[config.mk]
export PLATFORM = sky130hd
export DESIGN_NAME = dmi_req_arbiter
export DESIGN_NICKNAME = d
export VERILOG_FILES = /design/src/rtl/dmi_req_arbiter.sv
export SDC_FILE = /design/constraint.sdc
export NUM_CORES = 1
export LEC_CHECK = 0
export CAP_MARGIN = 20
export CORE_MARGIN = 2
export CORE_UTILIZATION = 41
export DETAILED_ROUTE_END_ITERATION = 8
export GPL_ROUTABILITY_DRIVEN = 0
export MAX_ROUTING_LAYER = met4
export PLACE_DENSITY_LB_ADDON = 0.1
export SYNTH_ARGS = -nofsm -noshare
export SYNTH_HDL_FRONTEND = slang
export SYNTH_SLANG_ARGS = --single-unit
export TNS_END_PERCENT = 5
[constraint.sdc]
create_clock -name core_clk -period 1.4 [get_ports core_clk]
set_input_delay 0.21 -clock core_clk [delete_from_list [all_inputs] [get_ports core_clk]]
set_output_delay 0.21 -clock core_clk [all_outputs]
set_load 0.005 [all_outputs]
[src/rtl/dmi_req_arbiter.sv]
// Shares the debug module's single DMI register port between a pulsed JTAG requester and a
// valid/ready system requester. Define DMI_ARB_RR_EN for round-robin arbitration instead of fixed JTAG priority.
module dmi_req_arbiter (
    input  logic        core_clk,
    input  logic        core_rst_n,
    input  logic        jtag_reg_en,
    input  logic        jtag_reg_wr_en,
    input  logic [6:0]  jtag_addr,
    input  logic [31:0] jtag_wdata,
    output logic [31:0] jtag_rdata,
    output logic        jtag_overrun,
    input  logic        jtag_overrun_clr,
    input  logic        sys_req_valid,
    output logic        sys_req_ready,
    input  logic        sys_req_wr,
    input  logic [6:0]  sys_req_addr,
    input  logic [31:0] sys_req_wdata,
    output logic        sys_resp_valid,
    output logic [31:0] sys_resp_rdata,
    output logic        dmi_reg_en,
    output logic        dmi_reg_wr_en,
    output logic [6:0]  dmi_reg_addr,
    output logic [31:0] dmi_reg_wdata,
    input  logic [31:0] dmi_reg_rdata,
    output logic        busy
);

    typedef enum logic [1:0] {
        ST_IDLE    = 2'd0,
        ST_ACCESS  = 2'd1,
        ST_CAPTURE = 2'd2
    } state_e;

    state_e      state_q, state_d;

    logic        jpend_q, jpend_d;
    logic        jwr_q, jwr_d;
    logic [6:0]  jaddr_q, jaddr_d;
    logic [31:0] jwdata_q, jwdata_d;
    logic        ovr_q, ovr_d;

    logic        win_jtag_q, win_jtag_d;
    logic        wr_q, wr_d;
    logic [6:0]  addr_q, addr_d;
    logic [31:0] wdata_q, wdata_d;

    logic [31:0] jrdata_q, jrdata_d;
    logic        resp_valid_q, resp_valid_d;
    logic [31:0] resp_rdata_q, resp_rdata_d;

    logic        idle;
    logic        ready_c;
    logic        grant_sys;
    logic        grant_jtag;

`ifdef DMI_ARB_RR_EN
    logic        last_jtag_q, last_jtag_d;
`endif

    assign idle = (state_q == ST_IDLE);

    // Grant decisions look only at registered state, so ready never depends on sys_req_valid.
`ifdef DMI_ARB_RR_EN
    assign ready_c = idle & (~jpend_q | last_jtag_q);
`else
    assign ready_c = idle & ~jpend_q;
`endif
    assign grant_sys  = ready_c & sys_req_valid;
    assign grant_jtag = idle & jpend_q & ~grant_sys;

    always_ff @(posedge core_clk or negedge core_rst_n) begin
        if (!core_rst_n) begin
            state_q <= ST_IDLE;
        end else begin
            state_q <= state_d;
        end
    end

    always_comb begin
        state_d = state_q;
        case (state_q)
            ST_IDLE:    if (grant_sys || grant_jtag) state_d = ST_ACCESS;
            ST_ACCESS:  state_d = ST_CAPTURE;
            ST_CAPTURE: state_d = ST_IDLE;
            default:    state_d = ST_IDLE;
        endcase
    end

    always_comb begin
        dmi_reg_en    = (state_q == ST_ACCESS);
        dmi_reg_wr_en = (state_q == ST_ACCESS) & wr_q;
        busy          = ~idle | jpend_q;
        sys_req_ready = ready_c & core_rst_n;
    end

    always_comb begin
        jpend_d      = jpend_q;
        jwr_d        = jwr_q;
        jaddr_d      = jaddr_q;
        jwdata_d     = jwdata_q;
        ovr_d        = ovr_q;
        win_jtag_d   = win_jtag_q;
        wr_d         = wr_q;
        addr_d       = addr_q;
        wdata_d      = wdata_q;
        jrdata_d     = jrdata_q;
        resp_valid_d = 1'b0;
        resp_rdata_d = resp_rdata_q;

        // A pulse in the grant cycle refills the slot the granted request is vacating.
        if (jtag_reg_en && (!jpend_q || grant_jtag)) begin
            jpend_d  = 1'b1;
            jwr_d    = jtag_reg_wr_en;
            jaddr_d  = jtag_addr;
            jwdata_d = jtag_wdata;
        end else if (grant_jtag) begin
            jpend_d = 1'b0;
        end

        if (jtag_reg_en && jpend_q && !grant_jtag) begin
            ovr_d = 1'b1;
        end else if (jtag_overrun_clr) begin
            ovr_d = 1'b0;
        end

        if (grant_jtag) begin
            win_jtag_d = 1'b1;
            wr_d       = jwr_q;
            addr_d     = jaddr_q;
            wdata_d    = jwdata_q;
        end else if (grant_sys) begin
            win_jtag_d = 1'b0;
            wr_d       = sys_req_wr;
            addr_d     = sys_req_addr;
            wdata_d    = sys_req_wdata;
        end

        if (state_q == ST_CAPTURE) begin
            if (win_jtag_q) begin
                if (!wr_q) jrdata_d = dmi_reg_rdata;
            end else begin
                resp_valid_d = 1'b1;
                resp_rdata_d = wr_q ? 32'h0 : dmi_reg_rdata;
            end
        end
    end

`ifdef DMI_ARB_RR_EN
    always_comb begin
        last_jtag_d = last_jtag_q;
        if (grant_jtag) begin
            last_jtag_d = 1'b1;
        end else if (grant_sys) begin
            last_jtag_d = 1'b0;
        end
    end

    always_ff @(posedge core_clk or negedge core_rst_n) begin
        if (!core_rst_n) begin
            last_jtag_q <= 1'b0;
        end else begin
            last_jtag_q <= last_jtag_d;
        end
    end
`endif

    // Everything clears on reset so an interrupted access leaves no response or read-data trace.
    always_ff @(posedge core_clk or negedge core_rst_n) begin
        if (!core_rst_n) begin
            jpend_q      <= 1'b0;
            jwr_q        <= 1'b0;
            jaddr_q      <= 7'h0;
            jwdata_q     <= 32'h0;
            ovr_q        <= 1'b0;
            win_jtag_q   <= 1'b0;
            wr_q         <= 1'b0;
            addr_q       <= 7'h0;
            wdata_q      <= 32'h0;
            jrdata_q     <= 32'h0;
            resp_valid_q <= 1'b0;
            resp_rdata_q <= 32'h0;
        end else begin
            jpend_q      <= jpend_d;
            jwr_q        <= jwr_d;
            jaddr_q      <= jaddr_d;
            jwdata_q     <= jwdata_d;
            ovr_q        <= ovr_d;
            win_jtag_q   <= win_jtag_d;
            wr_q         <= wr_d;
            addr_q       <= addr_d;
            wdata_q      <= wdata_d;
            jrdata_q     <= jrdata_d;
            resp_valid_q <= resp_valid_d;
            resp_rdata_q <= resp_rdata_d;
        end
    end

    assign jtag_rdata     = jrdata_q;
    assign jtag_overrun   = ovr_q;
    assign sys_resp_valid = resp_valid_q;
    assign sys_resp_rdata = resp_rdata_q;
    assign dmi_reg_addr   = addr_q;
    assign dmi_reg_wdata  = wdata_q;

endmodule

==> results of run 1 <==
==> timing repair <==
action                                  CTS  global route
buffers inserted                          1             1
gates resized for setup                 176            71
endpoints found under the setup margin  254           150
hold buffers                              1             0
pin swaps                                 6            20
gates cloned                              2             0
endpoints found under the hold margin   143             0
==> registers in the layout (all words and copies together), names as in the netlist, 2 cells and up <==
signal	cells
state_q	2
sys_resp_rdata	32
jtag_rdata	32
dmi_reg_addr	7
jaddr_q	7
dmi_reg_wdata	32
jwdata_q	32
==> layout by cell type (no fill, tap or decap), types with 3 or more instances in the layout <==
cell type          n
buf_6             14
bufinv_16          6
a22oi_2           20
o21ai_1           51
a22oi_1           20
o21ai_2           22
buf_12            11
mux2_2            65
a31oi_1           40
clkdlybuf4s50_1  114
nor2b_1           41
dfrtp_1          150
mux2_4             5
nand2_1           16
inv_1              3
dlygate4sd2_1    105
nand2b_1          33
nand2_2           16
buf_4             10
clkbuf_16         17
==> worst max path at each step <==
stage	slack (ns)	end	startpoint	cells past startpoint
final	-0.24	sys_req_ready	state_q[0]	3
after global routing	-0.28	sys_req_ready	state_q[0]	3
after CTS	-0.27	sys_req_ready	state_q[0]	3
after detailed placement	-0.24	sys_req_ready	jpend_q	3
after global placement	-0.26	sys_req_ready	jpend_q	3
after floorplan	-0.02	jtag_rdata[10]	state_q[0]	5
==> kinds of logic (layout without fill, tap and decap cells) <==
| group | count (synthesis) | after routing | share of synthesized area (%) |
|---|---|---|---|
| multiplexers | 72 | 72 | 12.4 |
| buffers and inverters | 49 | 293 | 4.49 |
| AO/OA/AOI/OAI | 155 | 155 | 15.2 |
| flip-flops | 150 | 150 | 57.6 |
| other | 0 | 2 | 0 |
| AND/OR/NAND/NOR | 120 | 120 | 10.3 |
==> power breakdown <==
group	internal, mW	leakage, nW	switching, mW
Combinational	5.44	2.26	4.22
Sequential	6.48	1.82	1.30
Clock	3.42	0.323	1.72
Total	15.3	4.40	7.24
==> layer usage <==
| metal | routed length, µm | up-vias | share of wire (%) |
|---|---|---|---|
| met5 | 0 | - | 0 |
| li1 | - | 2412 | - |
| met4 | 276 | 0 | 1.6 |
| met3 | 1180 | 18 | 6.7 |
| met2 | 8780 | 171 | 49 |
| met1 | 7520 | 2574 | 42 |
==> tightest hold or removal path: stages <==
cell and delay, ns:
buf_2 0.17, nand2_1 0.08, a21o_1 0.10
==> area by class of cell <==
class / count / area share (%)
Multi-Input combinational cell: 347 / 27.1
Inverter: 3 / 0.112
Timing Repair Buffer: 260 / 26.0
Antenna cell: 2 / 0.0499
Tap cell: 216 / 2.70
Sequential cell: 150 / 37.5
Clock buffer: 21 / 4.59
Clock inverter: 9 / 1.99
==> impl_metrics.py, run 1 <==
metrics = {
    "outcome": {
        "outcome": "complete, but fails checks",
        "violations": "setup timing",
    },
    "setup_path": {
        "r2r_setup_slack_ns": -0.16,
        "cp_cell_sequence": "or3_4 > nor2_4 > buf_6",
        "slowest_delay_ns": 0.41,
        "cp_slowest_cell": "dfrtp_1",
        "critPathRequiredTime_ns": 1.19,
        "cp.buffers_inverters": 1,
        "crit_fanout": 3,
        "crit_type": "register to output pin",
        "rr_startpoint": "state_q[0]",
        "arrival_ns": 1.43,
        "startpoint_type": "register",
        "timing.critical_path.to_type": "output pin",
        "crit_family": "simple AND/OR/NAND/NOR gates",
        "r2r_end": "sys_resp_rdata[1]",
        "reg2regPathDepth": 6,
    },
    "sta": {
        "hold_viol_final": 0,
        "setup_viol": 149,
        "finClkSkew_ns": 0.00842,
        "whs_ns": 0.188,
        "fin_tns_setup_ns": -15.08,
        "layout_min_cycle_time_ns": 1.64,
        "fmax_ghz": 0.610,
        "rsz0062_at_grt": "true",
        "worst_pin_slew_ns": 0.880,
        "max-slew-margin-rel_pct": 41.3,
        "final_max_slew_viol_count": 0,
        "timing.final.crit_share_pct": 117,
        "fin_ws_ns": -0.238,
    },
    "synth": {
        "synth_flop_cell": "dfrtp_1",
        "synth_top_area_share_pct": 57.6,
        "synth_top_cells_by_count": "dfrtp_1 (150), mux2_2 (70), nor2b_1 (42)",
        "synth_top_cells_by_area": "dfrtp_1 (58%), mux2_2 (12%), a22oi_1 (4.6%)",
        "seq_area_frac_synth_pct": 57.6,
        "synth-edff-count": 0,
        "ys_warn_count": 0,
        "synth_fp_nets": 663,
        "synth.most_common_cell": "dfrtp_1",
        "synth_top_area_cell": "dfrtp_1",
        "syn_inst": 546,
        "ys_ff_latch": 150,
        "async_flop_share_pct": 100,
        "synth_cell_types": 25,
        "syn_area_mm2": 0.00652,
        "syn_area_per_cell_um2": 11.9,
    },
    "worst_hold_path": {
        "whs_path_depth": 3,
        "hold_path_class": "primary input to register",
        "holdPathEnd": "win_jtag_q",
        "hold_start": "sys_req_valid",
    },
    "finish": {
        "final_net_count": 896,
        "design_area_mm2": 0.0100,
        "drive_gt1_share_pct": 26.3,
        "final_util_pct": 63.8,
        "regArea_mm2": 0.00375,
        "fillCellCount": 1257,
        "area_delta_synth_final_pct": 53.7,
        "fin_cells": 1008,
        "multi_input_area_mm2": 0.00272,
    },
    "clock_tree": {
        "clockBufferDepth": 2,
        "cts.sinks": 150,
        "clk_latency_ns": 0.41,
        "cts_tree": "done",
        "cts-buffers-inserted": 17,
        "clockRootBuffer": "clkbuf_16",
        "cts_max_level": 4,
        "clk_pin_slew_ns": 0.06,
    },
    "die": {
        "start_util_pct": 41.5,
        "design.core.area_mm2": 0.0157,
        "io-pin-count": 226,
        "placementRows": 46,
        "die_area_mm2": 0.0169,
        "die_h_um": 130,
        "fp.dieW_um": 130,
    },
    "placed_design": {
        "placed_area_mm2": 0.00910,
        "numPlacedInstances": 971,
        "detailed_place_hpwl_mm": 11.6,
        "port_buffers": 225,
        "pre_cts_slack_ns": -0.245,
    },
    "global_route": {
        "use_met3_pct": 5.62,
        "met1_usage_pct": 27.5,
        "track_usage_pct": 21.9,
        "grt_overflow_total": 0,
        "grt_pass1_vias": 5260,
        "antenna_found_initial": 2,
        "grt_pass1_wl_mm": 27.7,
        "top_usage_layer": "met2",
        "grt_max_degree": 151,
        "gr-usage-met2_pct": 34.7,
    },
    "power": {
        "p_per_area_mw_per_mm2": 2250,
        "ir_drop_uv": 1040,
        "power.leakage_nw": 4.40,
        "power.total_mw": 22.6,
    },
    "route": {
        "wire_per_inst_um": 17.6,
        "drc": 0,
        "vias_per_cell": 5.13,
        "wirelength_mm": 17.8,
        "vias": 5175,
        "drtIter0Drc": 316,
        "postRouteAntennaNets": 0,
        "drt_pass1_iterations": 4,
    },
    "flow_run": {
        "cap_viol_max_count": 0,
    },
}
(Power assumes the default switching activity.)
==> run 2: changes to the inputs <==
SKIP_LAST_GASP = 1   (was not set)
==> run 2 against run 1 <==
Against the previous run: clock skew down 0.0025 ns; sequential power down 0.8%; core utilization up 0.50 points; via count up 1.4%; cell area up 0.79%; non-clock buffer count up 4; final cell count up 0.40%; clock power about the same; largest power group unchanged; critical endpoint unchanged; global-route usage down 0.23 points; worst hold slack better by 0.0052 ns; sequential share of layout area down 0.29 points; the flow still finishes with violations (setup timing).
==> impl_metrics.py, run 2 (synthesis results as in run 1) <==
metrics = {
    "global_route": {
        "grt_pass1_vias": 5240,
        "antenna_found_initial": 2,
        "grt_max_degree": 151,
        "grt_overflow_total": 0,
        "track_usage_pct": 21.7,
        "grt_pass1_wl_mm": 27.4,
    },
    "clock_tree": {
        "clk_pin_slew_ns": 0.06,
        "cts_max_level": 4,
        "clk_latency_ns": 0.42,
        "clockRootBuffer": "clkbuf_16",
        "cts.sinks": 150,
        "cts_tree": "done",
        "clockBufferDepth": 2,
        "cts-buffers-inserted": 17,
    },
    "setup_path": {
        "startpoint_type": "register",
        "crit_fanout": 3,
        "crit_type": "register to output pin",
        "critPathRequiredTime_ns": 1.19,
        "arrival_ns": 1.42,
        "timing.critical_path.to_type": "output pin",
    },
    "die": {
        "fp.dieW_um": 130,
        "io-pin-count": 226,
        "die_h_um": 130,
        "design.core.area_mm2": 0.0157,
        "start_util_pct": 41.5,
        "placementRows": 46,
        "die_area_mm2": 0.0169,
    },
    "sta": {
        "max-slew-margin-rel_pct": 45.3,
        "hold_viol_final": 0,
        "fmax_ghz": 0.613,
        "worst_pin_slew_ns": 0.820,
        "timing.final.crit_share_pct": 116,
        "finClkSkew_ns": 0.00596,
        "setup_viol": 241,
        "layout_min_cycle_time_ns": 1.63,
        "rsz0062_at_grt": "true",
        "final_max_slew_viol_count": 0,
        "fin_ws_ns": -0.230,
    },
    "finish": {
        "fin_cells": 1012,
        "layout_commonest_cell": "clkdlybuf4s50_1",
        "final_util_pct": 64.3,
        "mostFrequentLayoutCells": "clkdlybuf4s50_1 (215), dfrtp_1 (150), mux2_2 (70), nor2b_1 (41), a31oi_1 (38)",
        "drive_gt1_share_pct": 22.4,
        "area_delta_synth_final_pct": 54.9,
        "final_net_count": 900,
    },
    "placed_design": {
        "detailed_place_hpwl_mm": 11.6,
        "numPlacedInstances": 971,
        "port_buffers": 225,
    },
    "power": {
        "power.leakage_nw": 4.20,
        "p_per_area_mw_per_mm2": 2310,
        "ir_drop_uv": 1030,
    },
    "route": {
        "drtIter0Drc": 279,
        "vias_per_cell": 5.18,
        "wirelength_mm": 17.9,
        "wire_per_inst_um": 17.7,
        "postRouteAntennaNets": 0,
        "vias": 5245,
        "drt_pass1_iterations": 4,
        "drc": 0,
    },
    "flow_run": {
        "cap_viol_max_count": 0,
    },
    "outcome": {
        "outcome": "complete, but fails checks",
        "violations": "setup timing",
    },
    "worst_hold_path": {
        "hold_path_class": "primary input to register",
    },
}
[run 2: cell types whose count changed in the layout (fill, tap and decap cells not counted), moves of 13 or more]
cell             previous run  this run
a22oi_1                    20        33
a22oi_2                    20         7
clkdlybuf4s50_1           114       215
dlygate4sd2_1             105         4
nand2_1                    16        33
nand2_2                    16         0
o21ai_0                     0        34
o21ai_1                    51        21
[run 2: area by class of cell]
cell class,count,area (µm²)
Fill cell,1217,5610
Sequential cell,150,3750
Timing Repair Buffer,264,2800
Multi-Input combinational cell,347,2600
Clock buffer,21,460
Tap cell,216,270
Clock inverter,9,199
Inverter,3,11.3
Antenna cell,2,5.00
[run 2: final timing paths]
check	cells past startpoint	slack, ns	from	end
min	3	0.19	sys_req_valid	win_jtag_q
min reg2reg	2	0.47	sys_resp_rdata[29]	sys_resp_rdata[29]
min in group asynchronous	3	0.59	core_rst_n	win_jtag_q
max	3	-0.23	state_q[0]	sys_req_ready
max in group asynchronous	3	0.18	core_rst_n	dmi_reg_wdata[9]
max reg2reg	6	-0.17	state_q[1]	dmi_reg_addr[1]
[run 2: critical path, cell delays in order, from the launching register on]
cell and delay, ns:
dfrtp_1 0.40, or3_4 0.40, nor2_4 0.11, buf_6 0.10
[run 2: stage by stage]
step | total power [mW] | setup TNS, ns | setup slack, ns | area, µm² | hold WS, ns
floorplan | 12.3 | -0.452 | -0.0159 | 6530 | -0.0856
global placement | 17.0 | -11.97 | -0.264 | 9100 | 0.426
finish | 23.3 | -23.30 | -0.230 | 10100 | 0.193
global route | 24.8 | -36.16 | -0.281 | 10100 | 0.208
CTS | 22.7 | -34.82 | -0.274 | 9860 | 0.174
detailed placement | 17.4 | -16.35 | -0.245 | 9100 | 0.429
[run 2: per-layer routing]
metal / vias to the layer above / wire [µm] / track usage, %
met5: - / 0 / -
met2: 197 / 8610 / 34.3
met4: 0 / 299 / 7.40
met3: 23 / 1310 / 5.62
li1: 2421 / - / -
met1: 2604 / 7670 / 27.2
[run 2: report_power, final]
group / internal, mW / total [mW] / switching [mW]
Clock: 3.42 / 5.13 / 1.71
Combinational: 6.34 / 10.5 / 4.12
Sequential: 6.48 / 7.73 / 1.25
Total: 16.2 / 23.3 / 7.08
[run 2: repair_timing]
item,4_1_cts,5_1_grt
setup buffers,1,2
resized for setup,26,35
pin swaps,3,11
endpoints found under the hold margin,143,0
cloned,2,3
hold buffers,1,0
setup endpoints to repair,254,252
==> run 3: changes to the inputs <==
CORE_UTILIZATION = 49   (was 41)
clock period = 2 ns   (was 1.4 ns; I/O delays follow)
==> run 3 against run 2 <==
Against the previous run: the flow finishes with violations (hold timing); flip-flop and latch count did not move; via count fell by 3.6%; critical path depth did not move; sequential share of layout area rose by 2.7 points; final cell count fell by 6.4%; global-route usage rose by 2.8 points; clock-buffer cell count rose by 3; combinational power fell by 39%; critical endpoint is now dmi_reg_en.
==> impl_metrics.py, run 3 (synthesis results as in run 1) <==
metrics = {
    "outcome": {
        "outcome": "complete, but fails checks",
        "violations": "hold timing",
    },
    "clock_tree": {
        "clockBufferDepth": 2,
        "clk_pin_slew_ns": 0.06,
        "cts_max_level": 4,
        "clk_latency_ns": 0.41,
        "cts.sinks": 150,
        "cts_tree": "done",
        "clockRootBuffer": "clkbuf_16",
        "cts_hold_buf": 0,
        "cts-buffers-inserted": 17,
    },
    "setup_path": {
        "r2r_end": "jwdata_q[3]",
        "r2r_setup_slack_ns": 0.11,
        "crit_family": "buffers and inverters",
        "arrival_ns": 1.65,
        "critPathCapture": "dmi_reg_en",
        "reg2regPathDepth": 5,
        "crit_fanout": 8,
        "cp_slowest_cell": "clkdlybuf4s50_1",
        "startpoint_type": "register",
        "cp.buffers_inverters": 2,
        "slowest_delay_ns": 0.55,
        "cp_cell_sequence": "buf_4 > nor2b_1 > clkdlybuf4s50_1",
        "timing.critical_path.to_type": "output pin",
        "crit_type": "register to output pin",
        "rr_startpoint": "jpend_q",
        "critPathRequiredTime_ns": 1.70,
        "cp-startpoint": "state_q[1]",
        "crit_cells": 3,
    },
    "global_route": {
        "grt_pass1_wl_mm": 26.6,
        "grt_overflow_total": 0,
        "grt_max_degree": 151,
        "gr-usage-met2_pct": 41.3,
        "use_met3_pct": 4.69,
        "track_usage_pct": 24.5,
        "grt_pass1_vias": 5281,
        "antenna_found_initial": 0,
        "top_usage_layer": "met2",
        "met1_usage_pct": 29.5,
    },
    "power": {
        "power.total_mw": 14.5,
        "power.leakage_nw": 3.90,
        "ir_drop_uv": 774,
        "p_per_area_mw_per_mm2": 1540,
    },
    "die": {
        "design.core.area_mm2": 0.0131,
        "fp.dieW_um": 119,
        "io-pin-count": 226,
        "placementRows": 42,
        "start_util_pct": 49.6,
        "die_h_um": 119,
        "die_area_mm2": 0.0142,
    },
    "finish": {
        "layout_commonest_cell": "clkdlybuf4s50_1",
        "antenna_cells": 0,
        "fin_cells": 947,
        "mostFrequentLayoutCells": "clkdlybuf4s50_1 (221), dfrtp_1 (150), mux2_2 (70), nor2b_1 (42), o21ai_0 (41)",
        "fillCellCount": 960,
        "design_area_mm2": 0.00942,
        "area_delta_synth_final_pct": 44.5,
        "drive_gt1_share_pct": 17.5,
        "final_net_count": 877,
    },
    "sta": {
        "final_max_slew_viol_count": 0,
        "rsz0062_at_grt": "true",
        "setup_viol": 0,
        "whs_ns": -0.00667,
        "layout_min_cycle_time_ns": 1.95,
        "fin_ws_ns": 0.0464,
        "timing.final.crit_share_pct": 97.7,
        "fmax_ghz": 0.512,
        "hold_viol_final": 2,
        "fin_tns_setup_ns": 0,
        "max-slew-margin-rel_pct": 46.6,
        "worst_pin_slew_ns": 0.801,
        "finClkSkew_ns": 0.00699,
    },
    "placed_design": {
        "pre_cts_slack_ns": 0.120,
        "port_buffers": 225,
        "detailed_place_hpwl_mm": 11.1,
        "placed_area_mm2": 0.00892,
        "numPlacedInstances": 917,
    },
    "route": {
        "drt_pass1_iterations": 5,
        "vias_per_cell": 5.34,
        "drtIter0Drc": 295,
        "wire_per_inst_um": 17.4,
        "wirelength_mm": 16.5,
        "postRouteAntennaNets": 0,
        "vias": 5055,
        "drc": 0,
    },
    "worst_hold_path": {
        "hold_path_class": "primary input to asynchronous set/reset pin",
    },
    "flow_run": {
        "cap_viol_max_count": 0,
    },
}
## run 3: changes by cell type in the layout (fill, tap and decap cells not counted), moves of 3 or more
cell             before  now
buf_4                17   10
clkinv_2              2    6
bufinv_16             6    0
dlygate4sd2_1         4    1
a22oi_1              33   40
buf_12               11    6
a22oi_2               7    0
clkdlybuf4s50_1     215  221
o21ai_1              21   16
buf_6                 7    1
o21ai_0              34   41
clkbuf_1              2    6
clkbuf_16            20   17
## run 3: what timing repair did
item                       in CTS  in global routing
buffers inserted                0                  0
pin swaps                       0                  0
setup endpoints to repair       2                 27
gates resized for setup         3                  1
## run 3: power by group
group	leakage, nW	internal (mW)	switching (mW)
combinational	1.84	3.83	2.58
sequential	1.82	4.54	0.880
clock	0.247	1.59	1.13
## run 3: final cells by class
cell class / instances / area, µm² / area share (%)
flip-flops and latches: 150 / 3750 / 39.9
well taps: 176 / 220 / 2.34
repair buffers: 241 / 2440 / 26.0
inverters: 3 / 11.3 / 0.120
clock inverters: 6 / 30.0 / 0.319
multi-input cells: 347 / 2500 / 26.5
clock buffers: 24 / 462 / 4.90
## run 3: metal layers
layer / vias to the layer above / part of all wire (%)
met4: 0 / 1.5
met1: 2491 / 42
met3: 17 / 5.2
li1: 2364 / -
met2: 183 / 52
met5: - / 0
## run 3: through the flow
step / util [%] / hold WS [ns]
finish: 71.7 / -0.00667
global route: 71.7 / 0.0536
CTS: 71.7 / 0.0673
detailed placement: 67.9 / 0.467
global placement: 67.9 / 0.460
floorplan: - / 0.00441
## run 3: worst min path at each step
stage | from | to | slack (ns) | cells past startpoint
after floorplan | core_rst_n | dmi_reg_addr[0] | 0.004 | 0
after global placement | sys_resp_rdata[16] | sys_resp_rdata[16] | 0.46 | 2
after detailed placement | sys_resp_rdata[22] | sys_resp_rdata[22] | 0.47 | 2
after CTS | core_rst_n | sys_resp_rdata[19] | 0.07 | 2
after global routing | core_rst_n | sys_resp_rdata[19] | 0.05 | 2
final | core_rst_n | jtag_rdata[19] | -0.007 | 2
